===== src/rtl/uart_rx_os_if.sv =====
// Receiver-side bundle between the pad/baud-tick sources and the RX FIFO.
// master: the receiver; slave: whatever feeds the line and consumes frames.
interface uart_rx_os_if #(
    parameter int unsigned DataWidth = 8
);
    logic                 tick_i;
    logic                 rx_i;
    logic                 rx_dv_o;
    logic [DataWidth-1:0] data_o;
    logic                 frame_err_o;
    logic                 parity_err_o;
    logic                 busy_o;

    modport master (
        input  tick_i, rx_i,
        output rx_dv_o, data_o, frame_err_o, parity_err_o, busy_o
    );

    modport slave (
        output tick_i, rx_i,
        input  rx_dv_o, data_o, frame_err_o, parity_err_o, busy_o
    );
endinterface


===== src/rtl/uart_rx_os.sv =====
// Oversampling UART receiver: mid-bit sampling, start-glitch rejection, break resync.
// Optional parity checking is enabled by defining UART_RX_PARITY_EN.
module uart_rx_os #(
    parameter int unsigned DataWidth  = 8,
    parameter int unsigned Oversample = 16,
    parameter int unsigned StopBits   = 1,
    parameter int unsigned ParityOdd  = 0
) (
    input logic          clk_i,
    input logic          rst_i,
    uart_rx_os_if.master bus
);
    localparam int unsigned SW = $clog2(Oversample);
    localparam int unsigned BW = $clog2(DataWidth + 1);
    localparam logic [SW-1:0] SMid      = SW'(Oversample / 2 - 1);
    localparam logic [SW-1:0] SEnd      = SW'(Oversample - 1);
    localparam logic [BW-1:0] BLastData = BW'(DataWidth - 1);
    localparam logic [BW-1:0] BLastStop = BW'(StopBits - 1);

    if (DataWidth < 5 || DataWidth > 9 || Oversample < 4 || (Oversample % 2) != 0 ||
        StopBits < 1 || StopBits > 2 || ParityOdd > 1) begin : g_bad_cfg
        $error("uart_rx_os: unsupported parameter combination");
    end

    typedef enum logic [2:0] {
        StIdle,
        StStart,
        StData,
`ifdef UART_RX_PARITY_EN
        StParity,
`endif
        StStop,
        StResync
    } state_e;

    state_e               state_q, state_d;
    logic                 rx_meta_q, rxd_q;
    logic [SW-1:0]        s_cnt_q, s_cnt_d;
    logic [BW-1:0]        b_cnt_q, b_cnt_d;
    logic [DataWidth-1:0] shift_q, shift_d;
    logic [DataWidth-1:0] data_q, data_d;
    logic                 ferr_q, ferr_d, ferr_now;
    logic                 frame_err_q, frame_err_d;
    logic                 rx_dv_q, rx_dv_d;
`ifdef UART_RX_PARITY_EN
    localparam logic POdd = (ParityOdd != 0);
    logic                 par_q, par_d;
    logic                 parity_err_q, parity_err_d;
`endif

    always_ff @(posedge clk_i or posedge rst_i) begin
        if (rst_i) begin
            rx_meta_q    <= 1'b1;
            rxd_q        <= 1'b1;
            state_q      <= StIdle;
            s_cnt_q      <= '0;
            b_cnt_q      <= '0;
            shift_q      <= '0;
            data_q       <= '0;
            ferr_q       <= 1'b0;
            frame_err_q  <= 1'b0;
            rx_dv_q      <= 1'b0;
`ifdef UART_RX_PARITY_EN
            par_q        <= 1'b0;
            parity_err_q <= 1'b0;
`endif
        end else begin
            rx_meta_q    <= bus.rx_i;
            rxd_q        <= rx_meta_q;
            state_q      <= state_d;
            s_cnt_q      <= s_cnt_d;
            b_cnt_q      <= b_cnt_d;
            shift_q      <= shift_d;
            data_q       <= data_d;
            ferr_q       <= ferr_d;
            frame_err_q  <= frame_err_d;
            rx_dv_q      <= rx_dv_d;
`ifdef UART_RX_PARITY_EN
            par_q        <= par_d;
            parity_err_q <= parity_err_d;
`endif
        end
    end

    always_comb begin
        state_d     = state_q;
        s_cnt_d     = s_cnt_q;
        b_cnt_d     = b_cnt_q;
        shift_d     = shift_q;
        data_d      = data_q;
        ferr_d      = ferr_q;
        frame_err_d = frame_err_q;
        rx_dv_d     = 1'b0;
        ferr_now    = ferr_q | ~rxd_q;
`ifdef UART_RX_PARITY_EN
        par_d        = par_q;
        parity_err_d = parity_err_q;
`endif
        if (bus.tick_i) begin
            unique case (state_q)
                StIdle: begin
                    if (!rxd_q) begin
                        state_d = StStart;
                        s_cnt_d = '0;
                    end
                end
                StStart: begin
                    // Line back high at the start-bit centre means it was a glitch.
                    if (s_cnt_q == SMid) begin
                        s_cnt_d = '0;
                        b_cnt_d = '0;
                        state_d = rxd_q ? StIdle : StData;
                    end else begin
                        s_cnt_d = s_cnt_q + 1'b1;
                    end
                end
                StData: begin
                    if (s_cnt_q == SEnd) begin
                        s_cnt_d = '0;
                        shift_d = {rxd_q, shift_q[DataWidth-1:1]};
                        b_cnt_d = b_cnt_q + 1'b1;
                        if (b_cnt_q == BLastData) begin
                            b_cnt_d = '0;
                            ferr_d  = 1'b0;
`ifdef UART_RX_PARITY_EN
                            state_d = StParity;
`else
                            state_d = StStop;
`endif
                        end
                    end else begin
                        s_cnt_d = s_cnt_q + 1'b1;
                    end
                end
`ifdef UART_RX_PARITY_EN
                StParity: begin
                    if (s_cnt_q == SEnd) begin
                        s_cnt_d = '0;
                        par_d   = rxd_q;
                        state_d = StStop;
                    end else begin
                        s_cnt_d = s_cnt_q + 1'b1;
                    end
                end
`endif
                StStop: begin
                    if (s_cnt_q == SEnd) begin
                        s_cnt_d = '0;
                        b_cnt_d = b_cnt_q + 1'b1;
                        ferr_d  = ferr_now;
                        if (b_cnt_q == BLastStop) begin
                            b_cnt_d     = '0;
                            ferr_d      = 1'b0;
                            data_d      = shift_q;
                            frame_err_d = ferr_now;
                            rx_dv_d     = 1'b1;
`ifdef UART_RX_PARITY_EN
                            parity_err_d = ((^shift_q) ^ par_q) != POdd;
`endif
                            state_d = ferr_now ? StResync : StIdle;
                        end
                    end else begin
                        s_cnt_d = s_cnt_q + 1'b1;
                    end
                end
                StResync: begin
                    if (rxd_q) begin
                        state_d = StIdle;
                    end
                end
                default: state_d = StIdle;
            endcase
        end
    end

    assign bus.rx_dv_o     = rx_dv_q;
    assign bus.data_o      = data_q;
    assign bus.frame_err_o = frame_err_q;
    assign bus.busy_o      = (state_q != StIdle);
`ifdef UART_RX_PARITY_EN
    assign bus.parity_err_o = parity_err_q;
`else
    assign bus.parity_err_o = 1'b0;
`endif
endmodule

===== src/flat_wrapper.sv =====
// flat-port wrapper written by rule: the top's interface ports become plain ports
module uart_rx_os_flat 
#(
    parameter int unsigned DataWidth  = 8,
    parameter int unsigned Oversample = 16,
    parameter int unsigned StopBits   = 1,
    parameter int unsigned ParityOdd  = 0
)
  (clk_i, rst_i, bus_tick_i, bus_rx_i, bus_rx_dv_o, bus_data_o, bus_frame_err_o, bus_parity_err_o, bus_busy_o);
  uart_rx_os_if #(.DataWidth(DataWidth)) bus_i ();
  input logic clk_i;
  input logic rst_i;
  input wire logic [$bits(bus_i.tick_i)-1:0] bus_tick_i;
  input wire logic [$bits(bus_i.rx_i)-1:0] bus_rx_i;
  output wire logic [$bits(bus_i.rx_dv_o)-1:0] bus_rx_dv_o;
  output wire logic [$bits(bus_i.data_o)-1:0] bus_data_o;
  output wire logic [$bits(bus_i.frame_err_o)-1:0] bus_frame_err_o;
  output wire logic [$bits(bus_i.parity_err_o)-1:0] bus_parity_err_o;
  output wire logic [$bits(bus_i.busy_o)-1:0] bus_busy_o;
  assign bus_i.tick_i = bus_tick_i;
  assign bus_i.rx_i = bus_rx_i;
  assign bus_rx_dv_o = bus_i.rx_dv_o;
  assign bus_data_o = bus_i.data_o;
  assign bus_frame_err_o = bus_i.frame_err_o;
  assign bus_parity_err_o = bus_i.parity_err_o;
  assign bus_busy_o = bus_i.busy_o;
  uart_rx_os #(.DataWidth(DataWidth), .Oversample(Oversample), .StopBits(StopBits), .ParityOdd(ParityOdd)) u_core (.clk_i(clk_i), .rst_i(rst_i), .bus(bus_i));
endmodule

===== config.mk =====
export PLATFORM = sky130hd
export DESIGN_NAME = uart_rx_os_flat
export DESIGN_NICKNAME = d
export VERILOG_FILES = /design/src/rtl/uart_rx_os_if.sv /design/src/rtl/uart_rx_os.sv /design/src/flat_wrapper.sv
export SDC_FILE = /design/constraint.sdc
export NUM_CORES = 1
export LEC_CHECK = 0
export CAP_MARGIN = 25
export CORE_ASPECT_RATIO = 1.25
export CORE_MARGIN = 1
export CORE_UTILIZATION = 25
export DETAILED_ROUTE_END_ITERATION = 16
export PLACE_DENSITY = 0.5
export SETUP_SLACK_MARGIN = 0.2
export SLEW_MARGIN = 20
export SYNTH_ARGS = -nofsm -noshare
export SYNTH_HDL_FRONTEND = slang
export SYNTH_SLANG_ARGS = --single-unit
export TNS_END_PERCENT = 5

===== constraint.sdc =====
create_clock -name clk_i -period 3.3 [get_ports clk_i]
set_input_delay 0.99 -clock clk_i [delete_from_list [all_inputs] [get_ports clk_i]]
set_output_delay 0.99 -clock clk_i [all_outputs]
set_load 0.005 [all_outputs]

==> impl_metrics.py, run 1 <==
metrics = {
    "worst_setup_path": {
        "required_ps": 2310,
        "worstPathCellList": "nor2_1 -> nand2_1 -> clkdlybuf4s50_1",
        "crit_arrival_ps": 1710,
        "crit_fanout": 12,
        "cp_slowest_cell": "dfrtp_1",
        "path_buf_inv": 1,
        "critPathMaxStageDelay_ps": 520,
        "cp-end-kind": "output pin",
        "critical_path_class": "reg2out",
        "critPathLaunchType": "register",
        "crit_family": "flip-flops",
    },
    "cells_and_area": {
        "utilization_pct": 31.10,
        "n_fill_cell": 579,
        "design_area_mm2": 0.001809,
        "fin_nets": 154,
        "drive_gt1_share_pct": 20.27,
        "syn_to_final_growth_pct": 20.00,
        "diodes": 0,
        "final_common_cell": "dfrtp_1",
        "final_cell_mix": "dfrtp_1 (30), mux2_2 (18), clkdlybuf4s50_1 (14)",
        "fin_cells": 214,
    },
    "cts": {
        "clk_pin_slew_ps": 70,
        "cts_setup_buffers": 0,
        "htreeDepth": 2,
        "clock_path_buffers": 2,
        "clk_latency_ps": 280,
        "hold_buffers": 0,
        "tritoncts": "yes",
        "post_cts_resized": 0,
        "clockRootBuffer": "clkbuf_8",
        "clkSinkCount": 32,
        "cts_buffers": 5,
    },
    "placement": {
        "dpl_cell_area_mm2": 0.001702,
        "gp_congestion": 0.7455,
        "place_hpwl_um": 1992,
        "post-place-cells": 206,
        "pre_cts_ws_ps": 331.2,
        "port-buffer-count": 14,
    },
    "sta": {
        "drv_slew": 0,
        "max_freq_mhz": 369.8,
        "finalHoldViolCount": 0,
        "min_period_ps": 2704,
        "worst_slack_ps": 595.8,
        "fin_hold_ws_ps": 354.4,
        "setup_violations": 0,
        "skew_ps": 9.493,
        "slew_headroom_pct": 57.91,
        "rsz0062_at_grt": "false",
        "setup_tns_ps": 0,
        "period_share_pct": 81.95,
        "tightest_slew_ps": 625.6,
    },
    "die": {
        "core_area_mm2": 0.005818,
        "die_y_um": 88.83,
        "dieWidth_um": 71.46,
        "rows": 31,
        "dieArea_mm2": 0.006347,
        "pin_count": 16,
        "initial_core_util_pct": 25.91,
    },
    "routing": {
        "routed_via_density": 4.678,
        "routedWlPerCell_um": 13.04,
        "finalWirelength_um": 2791,
        "firstDrtPassIters": 4,
        "ant_nets": 0,
        "drtIter0Drc": 94,
        "vias": 1001,
        "drc": 0,
    },
    "global_route": {
        "grt_pass1_vias": 1006,
        "grt_use_total_pct": 10.10,
        "grt_pass1_wl_um": 4747,
        "grt.overflow.total": 0,
        "grt_max_degree": 33,
        "antenna_found_initial": 0,
    },
    "yosys": {
        "syn-num-nets": 137,
        "synth_warnings": 0,
        "syn_area_per_cell_um2": 11.60,
        "yosys.area.top_type": "dfrtp_1",
        "yosysUniqueCellTypes": 40,
        "yosys-top-cells-area": "dfrtp_1 (50%), mux2_2 (13%), dfstp_2 (3.5%)",
        "yosysSeqAreaShare_pct": 53.28,
        "synthCells": 130,
        "synth_top_area_share_pct": 49.79,
        "synth_area_mm2": 0.001508,
        "ys_ff_latch": 32,
    },
    "hold_path": {
        "min_path_type": "reg2reg",
    },
    "power_and_ir_drop": {
        "p_total_mw": 1.167,
        "p_leak_nw": 0.8092,
        "powerDensity_mw_per_mm2": 644.9,
        "ir_worst_vdd_mv": 0.1538,
    },
    "run": {
        "drv_cap": 0,
    },
    "status": {
        "status": "complete, no violations",
    },
}
## worst paths after layout
path,startpoint,end,slack [ps],cells past startpoint
hold reg to reg,u_core.rx_meta_q,u_core.rxd_q,350,0
setup reg to reg,u_core.s_cnt_q[0],u_core.bus.data_o[3],1180,5
setup / recovery,u_core.state_q[0],bus_busy_o,600,3
max in group asynchronous,rst_i,u_core.rx_meta_q,1880,3
hold / removal,u_core.rx_meta_q,u_core.rxd_q,350,0
min in group asynchronous,rst_i,u_core.s_cnt_q[0],1090,3
## worst register-to-register path, cell delays in order, from the launching register on
cell and delay [ps]:
dfrtp_1 390, ha_1 220, nand2_1 140, nor3_1 340
and3_1 510, mux2_2 400
## sequential cells by signal, summed over array words and instances, names as in the netlist
register                count
u_core.bus.data_o           8
u_core.bus.frame_err_o      1
u_core.b_cnt_q              4
u_core.shift_q              8
u_core.rxd_q                1
u_core.s_cnt_q              4
u_core.bus.rx_dv_o          1
u_core.ferr_q               1
u_core.rx_meta_q            1
u_core.state_q              3
## metal layers
layer,share of wire (%),track usage [%]
met5,0,0
met4,3.0,7.308
met3,2.1,2.392
met2,52,16.80
met1,43,11.43
## cell type report
| type | instances | area, um2 | area share (%) |
|---|---|---|---|
| inverter | 8 | 30.03 | 1.660 |
| sequential | 32 | 803.3 | 44.40 |
| timing repair buffer | 15 | 147.6 | 8.160 |
| clock buffer | 6 | 72.57 | 4.011 |
| multi-input combinational | 85 | 638.1 | 35.27 |
| tap | 66 | 82.58 | 4.564 |
| clock inverter | 2 | 35.03 | 1.936 |
## cells in the mapped netlist (all sizes together)
master   number
dfrtp        30
a21oi         4
inv           8
buf           5
a211o         1
dfstp         2
or3b          1
nand3         3
and3          1
conb          1
o41a          1
o21ai         6
xor2          1
a22o          1
nand3b        2
o41ai         1
a21o          2
nor4bb        1
mux2i         1
o22ai         1
nor3b         2
nor2b         1
nor2          4
and4          1
nor3          3
mux2         18
ha            3
o31ai         1
nor4b         1
a31oi         1
nor4          2
nand2b        5
nand2        13
a21boi        1
o2bb2ai       1
## cell families after synthesis
| group | Yosys count | synth area share (%) |
|---|---|---|
| simple gates | 40 | 15.68 |
| compound gates | 21 | 9.212 |
| xor+xnor | 1 | 0.5810 |
| mux | 19 | 14.11 |
| buf+inv | 13 | 4.398 |
| other cells | 1 | 0.2487 |
| fa+ha+maj | 3 | 2.490 |
| flops | 32 | 53.28 |
## report_power, final
part           switching (mW)  internal [mW]  leakage [nW]
registers              0.0856          0.444         0.427
logic                   0.147          0.127         0.327
clock network           0.139          0.224        0.0552
total                   0.372          0.794         0.809
No activity file was read; power rests on OpenSTA's default activity.
==> run 2, diff against run 1 <==
clock period = 2.5 ns   (was 3.3 ns; I/O delays follow)
==> impl_metrics.py, run 2 (synthesis gave the netlist of run 1 again) <==
metrics = {
    "cells_and_area": {
        "utilization_pct": 32.17,
        "drive_gt1_share_pct": 24.84,
        "syn_to_final_growth_pct": 24.15,
        "final_common_cell": "dfrtp_1",
        "final_cell_mix": "dfrtp_1 (29), mux2_2 (18), clkdlybuf4s50_1 (14)",
        "design_area_mm2": 0.001872,
        "n_fill_cell": 579,
        "diodes": 0,
        "fin_nets": 159,
        "fin_cells": 219,
    },
    "sta": {
        "period_share_pct": 88.37,
        "rsz0062_at_grt": "false",
        "worst_slack_ps": 290.8,
        "setup_tns_ps": 0,
        "fin_hold_ws_ps": 361.3,
        "slew_headroom_pct": 59.20,
        "drv_slew": 0,
        "min_period_ps": 2209,
        "skew_ps": 6.584,
        "max_freq_mhz": 452.6,
        "tightest_slew_ps": 606.5,
        "setup_violations": 0,
        "finalHoldViolCount": 0,
    },
    "power_and_ir_drop": {
        "p_total_mw": 1.581,
        "clkPwrFrac_pct": 31.3,
        "powerDensity_mw_per_mm2": 844.5,
        "power_frac_comb_pct": 25.6,
        "power_frac_seq_pct": 43.1,
        "p_leak_nw": 0.8364,
        "ir_worst_vdd_mv": 0.2068,
        "p_sw_share_pct": 32.54,
        "p_int_mw": 1.066,
        "power_switching_mw": 0.5144,
    },
    "die": {
        "dieWidth_um": 71.46,
        "initial_core_util_pct": 25.91,
        "core_area_mm2": 0.005818,
        "pin_count": 16,
        "die_y_um": 88.83,
        "dieArea_mm2": 0.006347,
        "rows": 31,
    },
    "routing": {
        "drtIter0Drc": 63,
        "finalWirelength_um": 2786,
        "wirelength_met1_um": 1288,
        "ant_nets": 0,
        "vias": 1026,
        "routed_via_density": 4.685,
        "highest_layer": "met4",
        "routedWlPerCell_um": 12.72,
        "firstDrtPassIters": 4,
        "drc": 0,
        "met2_wirelength_um": 1343,
        "wl_met3_um": 80,
    },
    "placement": {
        "place_hpwl_um": 1976,
        "port-buffer-count": 14,
        "pre_cts_ws_ps": 119.3,
        "dpl_cell_area_mm2": 0.001752,
        "post-place-cells": 211,
        "gp_congestion": 0.7347,
    },
    "cts": {
        "clockRootBuffer": "clkbuf_8",
        "clk_pin_slew_ps": 70,
        "clk_latency_ps": 290,
        "cts_buffers": 5,
        "clkSinkCount": 32,
        "tritoncts": "yes",
        "htreeDepth": 2,
        "clock_path_buffers": 2,
    },
    "hold_path": {
        "hp-start": "u_core.rx_meta_q",
        "hold_depth": 0,
        "hold_end": "u_core.rxd_q",
        "min_path_type": "reg2reg",
    },
    "worst_setup_path": {
        "rr_endpoint": "u_core.state_q[0]",
        "cp_slowest_cell": "dfrtp_2",
        "r2r_cells": 6,
        "crit_fanout": 12,
        "r2r_slack_ps": 510,
        "worstReg2RegStart": "u_core.b_cnt_q[0]",
        "critical_path_class": "reg2out",
        "cp-end-kind": "output pin",
        "critPathLaunchType": "register",
        "critPathMaxStageDelay_ps": 490,
        "crit_arrival_ps": 1460,
        "required_ps": 1750,
        "worstPathCellList": "nor2_4 -> nand2_1 -> clkdlybuf4s50_1",
    },
    "global_route": {
        "antenna_found_initial": 0,
        "grt_use_total_pct": 10.29,
        "grt_pass1_wl_um": 4940,
        "grt.overflow.total": 0,
        "grt_max_degree": 33,
        "grt_pass1_vias": 1089,
    },
    "status": {
        "status": "complete, no violations",
    },
    "run": {
        "drv_cap": 0,
    },
}
[run 2: cell count changes in the layout (fill, tap and decap cells not counted), sizes merged]
cell      delta
clkinvlp     +1
buf          +5
clkbuf       -1
[run 2: worst max path at each step]
stage,from,to
2_1_floorplan,bus_tick_i,u_core.bus.data_o[0]
3_3_place_gp,bus_tick_i,u_core.bus.data_o[0]
3_5_place_dp,bus_tick_i,u_core.bus.data_o[5]
4_1_cts,u_core.state_q[1],bus_busy_o
5_1_grt,u_core.state_q[1],bus_busy_o
6_report,u_core.state_q[1],bus_busy_o
[run 2: final cells by class]
class	instances	area [um2]	area share, %
Clock inverter	3	42.54	2.273
Timing Repair Buffer	20	197.7	10.56
Inverter	8	30.03	1.604
Tap cell	66	82.58	4.412
Multi-Input combinational cell	85	645.6	34.49
Sequential cell	32	804.5	42.98
Clock buffer	5	68.82	3.676
[run 2: power groups by stage]
stage | Clock (mW) | Sequential, mW | Combinational (mW)
after floorplan | 0 | 0.643 | 0.337
after global placement | 0 | 0.681 | 0.395
after detailed placement | 0 | 0.683 | 0.404
after CTS | 0.510 | 0.682 | 0.411
after global routing | 0.535 | 0.701 | 0.462
final | 0.495 | 0.682 | 0.404
[run 2: critical path: cells and delay by family, from the launching register on]
kind / cells / cell delay, ps
buffers and inverters: 1 / 440
AND/OR/NAND/NOR: 2 / 240
flip-flops: 1 / 490
[run 2: repair_timing]
action / 4_1_cts / 5_1_grt
hold buffers: 0 / 0
setup buffers: 0 / 0
gates resized for setup: 2 / 1
endpoints found under the setup margin: 1 / 1
[run 2: routing by layer]
| layer | vias up | global-route usage [%] |
|---|---|---|
| met3 | 6 | 2.847 |
| met2 | 14 | 17.32 |
| met4 | 0 | 5.882 |
| met1 | 508 | 11.85 |
| met5 | - | 0 |
| li1 | 498 | - |
